## src/rtl/spi_slave_stream.sv

```systemverilog
// spi_slave_stream: SPI slave with ready/valid stream interfaces on the system clock side.
//
// The SPI pins are asynchronous to clk. They are synchronised, and SCK/SSEL edges are
// detected on the system clock, so SCK must be much slower than clk.
//
// Ports:
//   clk, rst             system clock, synchronous active-high reset
//   SCK, SSEL, MOSI      asynchronous SPI pins (SSEL active low)
//   MISO, MISO_OE        serial data out and its tri-state enable (high while frame active)
//   rx_data/valid/ready  received-word stream (one-word output register)
//   tx_data/valid/ready  transmit-word stream (one-entry holding register)
//   rx_overrun           pulse: completed word dropped because rx_data was still unread
//   tx_underrun          pulse: TX_IDLE loaded because no transmit word was waiting
//   frame_err            pulse: SSEL released in the middle of a word
module spi_slave_stream #(
    parameter int DATA_W    = 8,
    parameter int CPOL      = 0,
    parameter int CPHA      = 0,
    parameter int MSB_FIRST = 1,
    parameter logic [DATA_W-1:0] TX_IDLE = '0
) (
    input  logic              clk,
    input  logic              rst,
    input  logic              SCK,
    input  logic              SSEL,
    input  logic              MOSI,
    output logic              MISO,
    output logic              MISO_OE,
    output logic [DATA_W-1:0] rx_data,
    output logic              rx_valid,
    input  logic              rx_ready,
    input  logic [DATA_W-1:0] tx_data,
    input  logic              tx_valid,
    output logic              tx_ready,
    output logic              rx_overrun,
    output logic              tx_underrun,
    output logic              frame_err
);

    localparam int   CNT_W  = $clog2(DATA_W);
    localparam logic CPOL_L = (CPOL != 0);
    localparam logic [CNT_W-1:0] LAST_BIT = CNT_W'(DATA_W - 1);

    logic [2:0]        sck_sync;
    logic [2:0]        ssel_sync;
    logic [1:0]        mosi_sync;
    logic [CNT_W-1:0]  bitcnt;
    logic [DATA_W-1:0] rx_shift;
    logic [DATA_W-1:0] tx_shift;
    logic [DATA_W-1:0] hold;
    logic              hold_full;

    logic              frame_active;
    logic              frame_start;
    logic              frame_end;
    logic              sck_lead;
    logic              sck_trail;
    logic              sample_edge;
    logic              shift_edge;
    logic              tx_load;
    logic              tx_accept;
    logic [DATA_W-1:0] rx_next;
    logic [DATA_W-1:0] tx_shifted;

    // Stage 1 is the newer synchronised value and stage 2 the older one, so MOSI stage 1
    // lines up in time with the SCK edge seen between stages 2 and 1.
    assign frame_active = ~ssel_sync[1];
    assign frame_start  = ssel_sync[2] & ~ssel_sync[1];
    assign frame_end    = ~ssel_sync[2] & ssel_sync[1];

    // SCK edges only count while the frame is active.
    assign sck_lead    = frame_active && (sck_sync[1] != CPOL_L) && (sck_sync[2] == CPOL_L);
    assign sck_trail   = frame_active && (sck_sync[1] == CPOL_L) && (sck_sync[2] != CPOL_L);
    assign sample_edge = (CPHA == 0) ? sck_lead : sck_trail;
    assign shift_edge  = (CPHA == 0) ? sck_trail : sck_lead;

    assign rx_next = (MSB_FIRST != 0) ? {rx_shift[DATA_W-2:0], mosi_sync[1]}
                                      : {mosi_sync[1], rx_shift[DATA_W-1:1]};
    assign tx_shifted = (MSB_FIRST != 0) ? {tx_shift[DATA_W-2:0], 1'b0}
                                         : {1'b0, tx_shift[DATA_W-1:1]};

    // In CPHA=0 the first bit must be on MISO before the first SCK edge, so the first word
    // is loaded at frame start; later words load on the shift edge that follows a
    // completed word (bitcnt has wrapped to 0).
    assign tx_load   = ((CPHA == 0) && frame_start) || (shift_edge && (bitcnt == '0));
    assign tx_accept = tx_valid && !hold_full;

    assign MISO     = (MSB_FIRST != 0) ? tx_shift[DATA_W-1] : tx_shift[0];
    assign MISO_OE  = frame_active;
    assign tx_ready = ~hold_full;

    always_ff @(posedge clk) begin
        if (rst) begin
            sck_sync    <= {3{CPOL_L}};
            ssel_sync   <= 3'b111;
            mosi_sync   <= 2'b00;
            bitcnt      <= '0;
            rx_shift    <= '0;
            tx_shift    <= '0;
            hold        <= '0;
            hold_full   <= 1'b0;
            rx_data     <= '0;
            rx_valid    <= 1'b0;
            rx_overrun  <= 1'b0;
            tx_underrun <= 1'b0;
            frame_err   <= 1'b0;
        end else begin
            sck_sync    <= {sck_sync[1:0], SCK};
            ssel_sync   <= {ssel_sync[1:0], SSEL};
            mosi_sync   <= {mosi_sync[0], MOSI};
            rx_overrun  <= 1'b0;
            tx_underrun <= 1'b0;
            frame_err   <= 1'b0;

            // A consumed word clears rx_valid; a word completing this same cycle
            // overrides this below.
            if (rx_valid && rx_ready) begin
                rx_valid <= 1'b0;
            end

            // Receive side. Frame end drops any partial word.
            if (frame_end) begin
                bitcnt   <= '0;
                rx_shift <= '0;
                if (bitcnt != '0) begin
                    frame_err <= 1'b1;
                end
            end else if (frame_start) begin
                bitcnt <= '0;
            end else if (sample_edge) begin
                rx_shift <= rx_next;
                bitcnt   <= (bitcnt == LAST_BIT) ? '0 : bitcnt + CNT_W'(1);
                if (bitcnt == LAST_BIT) begin
                    if (!rx_valid || rx_ready) begin
                        rx_data  <= rx_next;
                        rx_valid <= 1'b1;
                    end else begin
                        rx_overrun <= 1'b1;
                    end
                end
            end

            // Transmit side. A word accepted in the same cycle as a load with an empty
            // holding register bypasses straight into the shift register.
            if (tx_load) begin
                if (hold_full) begin
                    tx_shift  <= hold;
                    hold_full <= 1'b0;
                end else if (tx_accept) begin
                    tx_shift <= tx_data;
                end else begin
                    tx_shift    <= TX_IDLE;
                    tx_underrun <= 1'b1;
                end
            end else begin
                if (shift_edge) begin
                    tx_shift <= tx_shifted;
                end
                if (tx_accept) begin
                    hold      <= tx_data;
                    hold_full <= 1'b1;
                end
            end
        end
    end

endmodule

```

## config.mk

```make
export PLATFORM = sky130hd
export DESIGN_NAME = spi_slave_stream
export DESIGN_NICKNAME = d
export VERILOG_FILES = /design/src/rtl/spi_slave_stream.sv
export SDC_FILE = /design/constraint.sdc
export NUM_CORES = 1
export LEC_CHECK = 0
export ABC_AREA = 1
export CORE_UTILIZATION = 53
export CTS_CLUSTER_DIAMETER = 120
export DETAILED_ROUTE_END_ITERATION = 7
export GPL_ROUTABILITY_DRIVEN = 0
export PLACE_DENSITY = 0.85
export SLEW_MARGIN = 10
export SYNTH_ARGS = -nofsm -noshare
export SYNTH_HDL_FRONTEND = slang
export SYNTH_SLANG_ARGS = --single-unit
```

## constraint.sdc

```tcl
create_clock -name clk -period 1.89 [get_ports clk]
set_input_delay 0.4725 -clock clk [delete_from_list [all_inputs] [get_ports clk]]
set_output_delay 0.4725 -clock clk [all_outputs]
set_load 0.05 [all_outputs]
```

==> results of run 1 <==
stage by stage:
step	setup slack, ns	util	hold slack, ns
final	0.330	0.661	0.408
after detailed placement	0.108	0.641	0.401
after floorplan	0.399	-	0.388
after global routing	0.225	0.661	0.417
after global placement	0.175	0.641	0.390
after CTS	0.329	0.661	0.411
worst max-delay path: stages (launching register included):
cell     delay (ns)
dfxtp_1        0.47
inv_2          0.15
buf_12         0.18
worst paths after layout:
path                       endpoint  slack, ns  depth (start not counted)
min reg2reg  sck_sync[1]$_SDFF_PP0_       0.41                          2
max                        tx_ready       0.33                          2
max reg2reg    hold[0]$_SDFFE_PP0P_       0.39                          9
min          sck_sync[1]$_SDFF_PP0_       0.41                          2
sequential cells by signal (all words and copies together), names as in the netlist, 2 cells and up:
signal / count
bitcnt: 3
hold: 8
mosi_sync: 2
sck_sync: 3
ssel_sync: 3
rx_data: 8
tx_shift: 8
rx_shift: 7
area by class of cell:
class | instances | share of cell area
multi-input combinational | 172 | 0.366
inverter | 46 | 0.0739
sequential | 47 | 0.386
tap | 48 | 0.0246
clock buffer | 6 | 0.0298
timing repair buffer | 31 | 0.120
cells in the final DEF, fill, tap and decap left out:
cell and n:
nand2_2 1, nor2_4 5, nand4_1 8, nand3_4 2, nand3_1 3, ha_1 5
clkbuf_1 1, clkinv_4 1, clkbuf_8 5, inv_2 3, nand2_1 48, buf_4 15
clkdlybuf4s50_1 14, nand3_2 1, a211oi_1 2, dfxtp_1 47, inv_4 1, nor2_2 2
o21ai_1 8, o21ai_2 1, nand2_4 2, a21oi_1 8, or2_2 2, o22ai_1 7
inv_1 41, buf_12 2, nor2_1 49, nor3_1 2, o21ai_0 14, a21oi_2 2
logic make-up (layout without fill, tap and decap cells):
family | count (synthesis) | after routing | synth area share
AOI/OAI and AO/OA | 42 | 42 | 0.114
adders and majority gates | 5 | 5 | 0.0304
buffers and inverters | 52 | 83 | 0.109
DFF | 47 | 47 | 0.457
and+or+nand+nor | 125 | 125 | 0.289
power groups by stage:
stage	Sequential, uW	Combinational, uW	Clock, uW
floorplan	1070	145	0
global placement	1060	213	0
detailed placement	1070	218	0
CTS	1040	219	561
global route	1050	247	611
finish	1040	219	552
metal layers:
layer,vias up,track usage,share of wire
li1,908,-,-
met4,0,0.111,0.030
met1,741,0.254,0.46
met2,43,0.354,0.47
met5,-,0,0
met3,10,0.0482,0.041
==> results.ini, run 1 <==
[worst_hold_path]
hp-class = flop to flop
holdCritStartpoint = sck_sync[0]$_SDFF_PP0_

[final_layout]
fill_cells = 334
ff_latch_area_um2 = 941
drive_gt1_frac = 0.149
fin_cells = 350
postLayoutCellArea_um2 = 2440
layout.nets = 323
area_growth_pct = 18.6
multiInputGateArea_um2 = 892
antenna_cells = 0

[global_routing]
antenna_found_initial = 0
grt_max_degree = 19
grt_overflow = 0
track_usage = 0.213
grt_pass1_vias = 1556
grt_pass1_wl_mm = 6.71

[logic_synthesis]
avgSynthCellArea_um2 = 7.59
synthArstFlopShare = 0
synth_largest_area_cell = dfxtp_1
synth_nets = 291
synth_edf_count = 0
synth.area.top_cells = dfxtp_1 46%, nor2_1 8.9%, nand2_1 8.8%
ys_warn_count = 0
synth.most_common_cell = nor2_1
yosysUniqueCellTypes = 29
synth_cells = 271
yosysSeqAreaShare = 0.457
ys.flop_type = dfxtp_1
synth_seq_cells = 47
synth_top_area_share = 0.457
syn-cell-area_um2 = 2060
netlist_top_cells_count = 49 x nor2_1, 48 x nand2_1, 47 x dfxtp_1

[placed_design]
placedCellCount = 344
place_hpwl_mm = 2.79
placed_cell_area_um2 = 2370
io_buffers = 29

[die]
ios = 30
rows = 22
core_um2 = 3690
start_util = 0.558
die_area_um2 = 4130
die_h_um = 64.3
die_x_um = 64.3

[outcome]
status = finished clean

[timing]
period_needed_ns = 1.56
tns_ns = 0
finalSetupViolCount = 0
rsz0062_at_grt = no
report.final.slew_viol_count = 0
hold_violations = 0
fmax_mhz = 641
finalCritPeriodShare = 0.825
skew_ns = 0.00763
worst_slew_pin_slew_ns = 0.447
worst_slew_margin_rel = 0.702

[clock_tree]
cts_hold_buf = 0
insertion_delay_ns = 0.30
cts.sink_count = 47
cts.path.max_buffers = 2
root_buffer = clkbuf_8
h-tree-depth = 2
path_clk_slew_ns = 0.07
cts_tree = done
cts_setup_buffers = 0
cts-buffers-inserted = 5
cts_resized = 0

[setup_path]
setup.worst_path.end_class = primary output
cp_max_fo = 8
cp.arrival_ns = 1.09
rr_startpoint = bitcnt[0]$_SDFFE_PP0N_
worst_setup_path_start_kind = flop
cp.required_ns = 1.42
cp-startpoint = hold_full$_SDFFE_PP0N_
criticalPathCategory = flop to primary output

[detailed_routing]
drtIter0Drc = 110
vias = 1702
first_pass_iters = 4
wl_per_cell_um = 11.0
wirelength_mm = 3.86
viasPerCell = 4.86
drc = 0
ant_nets = 0

[pwr]
leakagePower_uw = 0.00114
pwr-share-clk = 0.304
p_per_area_nw_per_um2 = 744
power.share.combinational = 0.121
internal_power_uw = 1360
ir_drop_mv = 0.505
finalPower_uw = 1810
netSwitchingFraction = 0.249
pwr-share-seq = 0.575
power.switching_uw = 451

[job]
max-cap-violations = 0

(Power assumes the default switching activity.)
==> run 2, diff against run 1 <==
Settings changed: CORE_UTILIZATION 53 to 48, PLACE_DENSITY 0.85 to 0.82.
Clock period 1.89 ns to 1.3 ns, I/O delays scaled along.
==> run 2 against run 1 <==
The flow now finishes with violations (negative setup slack). Clock-buffer cell count rose by 1. Critical path depth rose by 7. Global-route usage rose by 0.39 points. Final cell count rose by 7.1%. Worst hold slack got worse by 0.037 ns. Register-to-register slack got worse by 0.40 ns. First-iteration DRC count fell by 3.6%. Critical path type is now flop to flop. Highest routed layer unchanged.
==> results.ini, run 2 (synthesis results as in run 1) <==
[outcome]
status = finished, violations left  ; was finished clean
violations = negative setup slack

[pwr]
p_per_area_nw_per_um2 = 941  ; was 744 nW/um^2
finalPower_uw = 2770  ; was 1810 uW
ir_drop_mv = 0.695  ; was 0.505 mV
leakagePower_uw = 0.00130  ; was 0.00114 uW

[worst_hold_path]
hold-path-endpoint = tx_underrun$_SDFF_PP0_  ; was sck_sync[1]$_SDFF_PP0_
hp-class = input pin to flop  ; was flop to flop
holdCritStartpoint = tx_valid  ; was sck_sync[0]$_SDFF_PP0_
hold_path_depth = 4  ; was 2

[clock_tree]
cts.sink_count = 47  ; unchanged
h-tree-depth = 2  ; unchanged
cts_hold_buf = 0  ; unchanged
cts_tree = done  ; unchanged
insertion_delay_ns = 0.30  ; about the same
path_clk_slew_ns = 0.09  ; was 0.07 ns
cts-buffers-inserted = 5  ; unchanged
root_buffer = clkbuf_8  ; unchanged
cts.path.max_buffers = 2  ; unchanged

[final_layout]
drive_gt1_frac = 0.329  ; was 0.149
final_common_cell = nor2_1  ; unchanged
fill_cells = 282  ; was 334
layout.nets = 344  ; was 323
antenna_cells = 0  ; unchanged
largestRegisters = hold (8), rx_data (8), tx_shift (8)  ; unchanged
postLayoutCellArea_um2 = 2950  ; was 2440 um^2
final_cell_mix = 45 x nor2_1, 40 x nand2_1, 40 x dfxtp_1  ; was 49 x nor2_1, 48 x nand2_1, 47 x dfxtp_1
area_growth_pct = 43.2  ; was 18.6%
utilization = 0.726  ; was 0.661

[timing]
rsz0062_at_grt = yes  ; was no
report.final.slew_viol_count = 0  ; unchanged
tns_ns = -0.0101  ; was 0 ns
skew_ns = 0.00921  ; was 0.00763 ns
fin_ws_ns = -0.00680  ; was 0.330 ns
hold_violations = 0  ; unchanged
worst_slew_pin_slew_ns = 0.257  ; was 0.447 ns
finalSetupViolCount = 2  ; was 0
hold_ws_ns = 0.371  ; was 0.408 ns
finalCritPeriodShare = 1.01
period_needed_ns = 1.31
fmax_mhz = 765
worst_slew_margin_rel = 0.828  ; was 0.702

[setup_path]
r2r_setup_slack_ns = -0.007  ; was 0.39 ns
cpPeakStageDelay_ns = 0.33  ; was 0.47 ns
setup.worst_path.end_class = flop  ; was primary output
worstPathCellList = inv_2 -> ha_4 -> inv_4 -> nor2_4 -> nand3_4 -> nand3_4 -> nand2_2 -> nand2_2 -> nor2_2  ; was inv_2 -> buf_12
cp.buffers_inverters = 2  ; unchanged
r2r-end = hold[4]$_SDFFE_PP0P_  ; was hold[0]$_SDFFE_PP0P_
criticalPathCategory = flop to flop  ; was flop to primary output
cp.arrival_ns = 1.52  ; was 1.09 ns
worst_setup_path_start_kind = flop  ; unchanged
cp_max_fo = 8  ; unchanged
cp.required_ns = 1.51  ; was 1.42 ns
rr_worst_depth = 9  ; unchanged
rr_startpoint = bitcnt[1]$_SDFFE_PP0N_  ; was bitcnt[0]$_SDFFE_PP0N_
cp_top_family = simple AND/OR/NAND/NOR gates  ; was flip-flops
cpMaxStageDelayCell = dfxtp_2  ; was dfxtp_1

[die]
start_util = 0.507  ; was 0.558
ios = 30  ; unchanged
die_area_um2 = 4550  ; was 4130 um^2
rows = 23  ; was 22
die_h_um = 67.5  ; was 64.3 um
die_x_um = 67.5  ; was 64.3 um
core_um2 = 4060  ; was 3690 um^2

[placed_design]
io_buffers = 29  ; unchanged
placed_cell_area_um2 = 2660  ; was 2370 um^2
place_hpwl_mm = 2.97  ; was 2.79 mm

[global_routing]
grt_pass1_wl_mm = 7.43  ; was 6.71 mm
grt_max_degree = 15  ; was 19
track_usage = 0.217  ; was 0.213
grt_overflow = 0  ; unchanged
antenna_found_initial = 0  ; unchanged
grt_pass1_vias = 1698  ; was 1556

[job]
max-cap-violations = 0  ; unchanged

[detailed_routing]
drc = 0  ; unchanged
wl_per_cell_um = 12.3  ; was 11.0 um
wirelength_mm = 4.61  ; was 3.86 mm
viasPerCell = 5.01  ; was 4.86
first_pass_iters = 4  ; unchanged
vias = 1877  ; was 1702
drtIter0Drc = 106  ; was 110
ant_nets = 0  ; unchanged

## run 2: worst min-delay path, stage by stage
cell	delay (ns)
dlymetal6s2s_1	0.12
nor2_1	0.07
nand2_1	0.07
nor2_1	0.04
## run 2: area by class of cell
| cell class | count | area, um^2 | area share |
|---|---|---|---|
| clock buffer | 7 | 76.3 | 0.0259 |
| clock inverter | 1 | 5.00 | 0.00170 |
| inverter | 46 | 198 | 0.0671 |
| multi-input combinational | 174 | 1040 | 0.352 |
| sequential | 47 | 955 | 0.324 |
| tap | 50 | 62.6 | 0.0212 |
| timing repair buffer | 50 | 612 | 0.208 |
## run 2: metrics by stage
stage / worst slack (ns) / std cells
after floorplan: 0.00754 / 271
after detailed placement: -0.305 / 361
after global routing: -0.0822 / 375
after CTS: -0.0134 / 371
final: -0.00680 / 375
after global placement: -0.249 / 361
## run 2: worst max-delay path by stage
stage                                       start                       end  depth (start not counted)
after floorplan           ssel_sync[1]$_SDFF_PP1_   rx_data[7]$_SDFFE_PP0P_                          7
after CTS                 ssel_sync[1]$_SDFF_PP1_  tx_shift[5]$_SDFFE_PP0P_                          7
after global routing       bitcnt[1]$_SDFFE_PP0N_      hold[5]$_SDFFE_PP0P_                          9
after global placement                   tx_valid  tx_shift[7]$_SDFFE_PP0P_                          7
after detailed placement                 tx_valid  tx_shift[7]$_SDFFE_PP0P_                          7
final                      bitcnt[1]$_SDFFE_PP0N_      hold[4]$_SDFFE_PP0P_                          9
## run 2: per-layer routing
layer  wire length, um  global-route usage
met5                 0                   0
met4               121              0.0904
met3               189              0.0439
met2              2350               0.375
met1              1950               0.257
## run 2: repair_timing
action                     in CTS  in global routing
setup endpoints to repair      27                 30
setup buffers                   1                  3
pin swaps                       2                 28
cloned                          1                  1
gates resized for setup        19                 41
## run 2: where the power goes
group	internal (uW)	switching (uW)	total, uW
Sequential	1490	34.4	1520
Clock	378	468	846
Combinational	178	225	403
Total	2040	728	2770
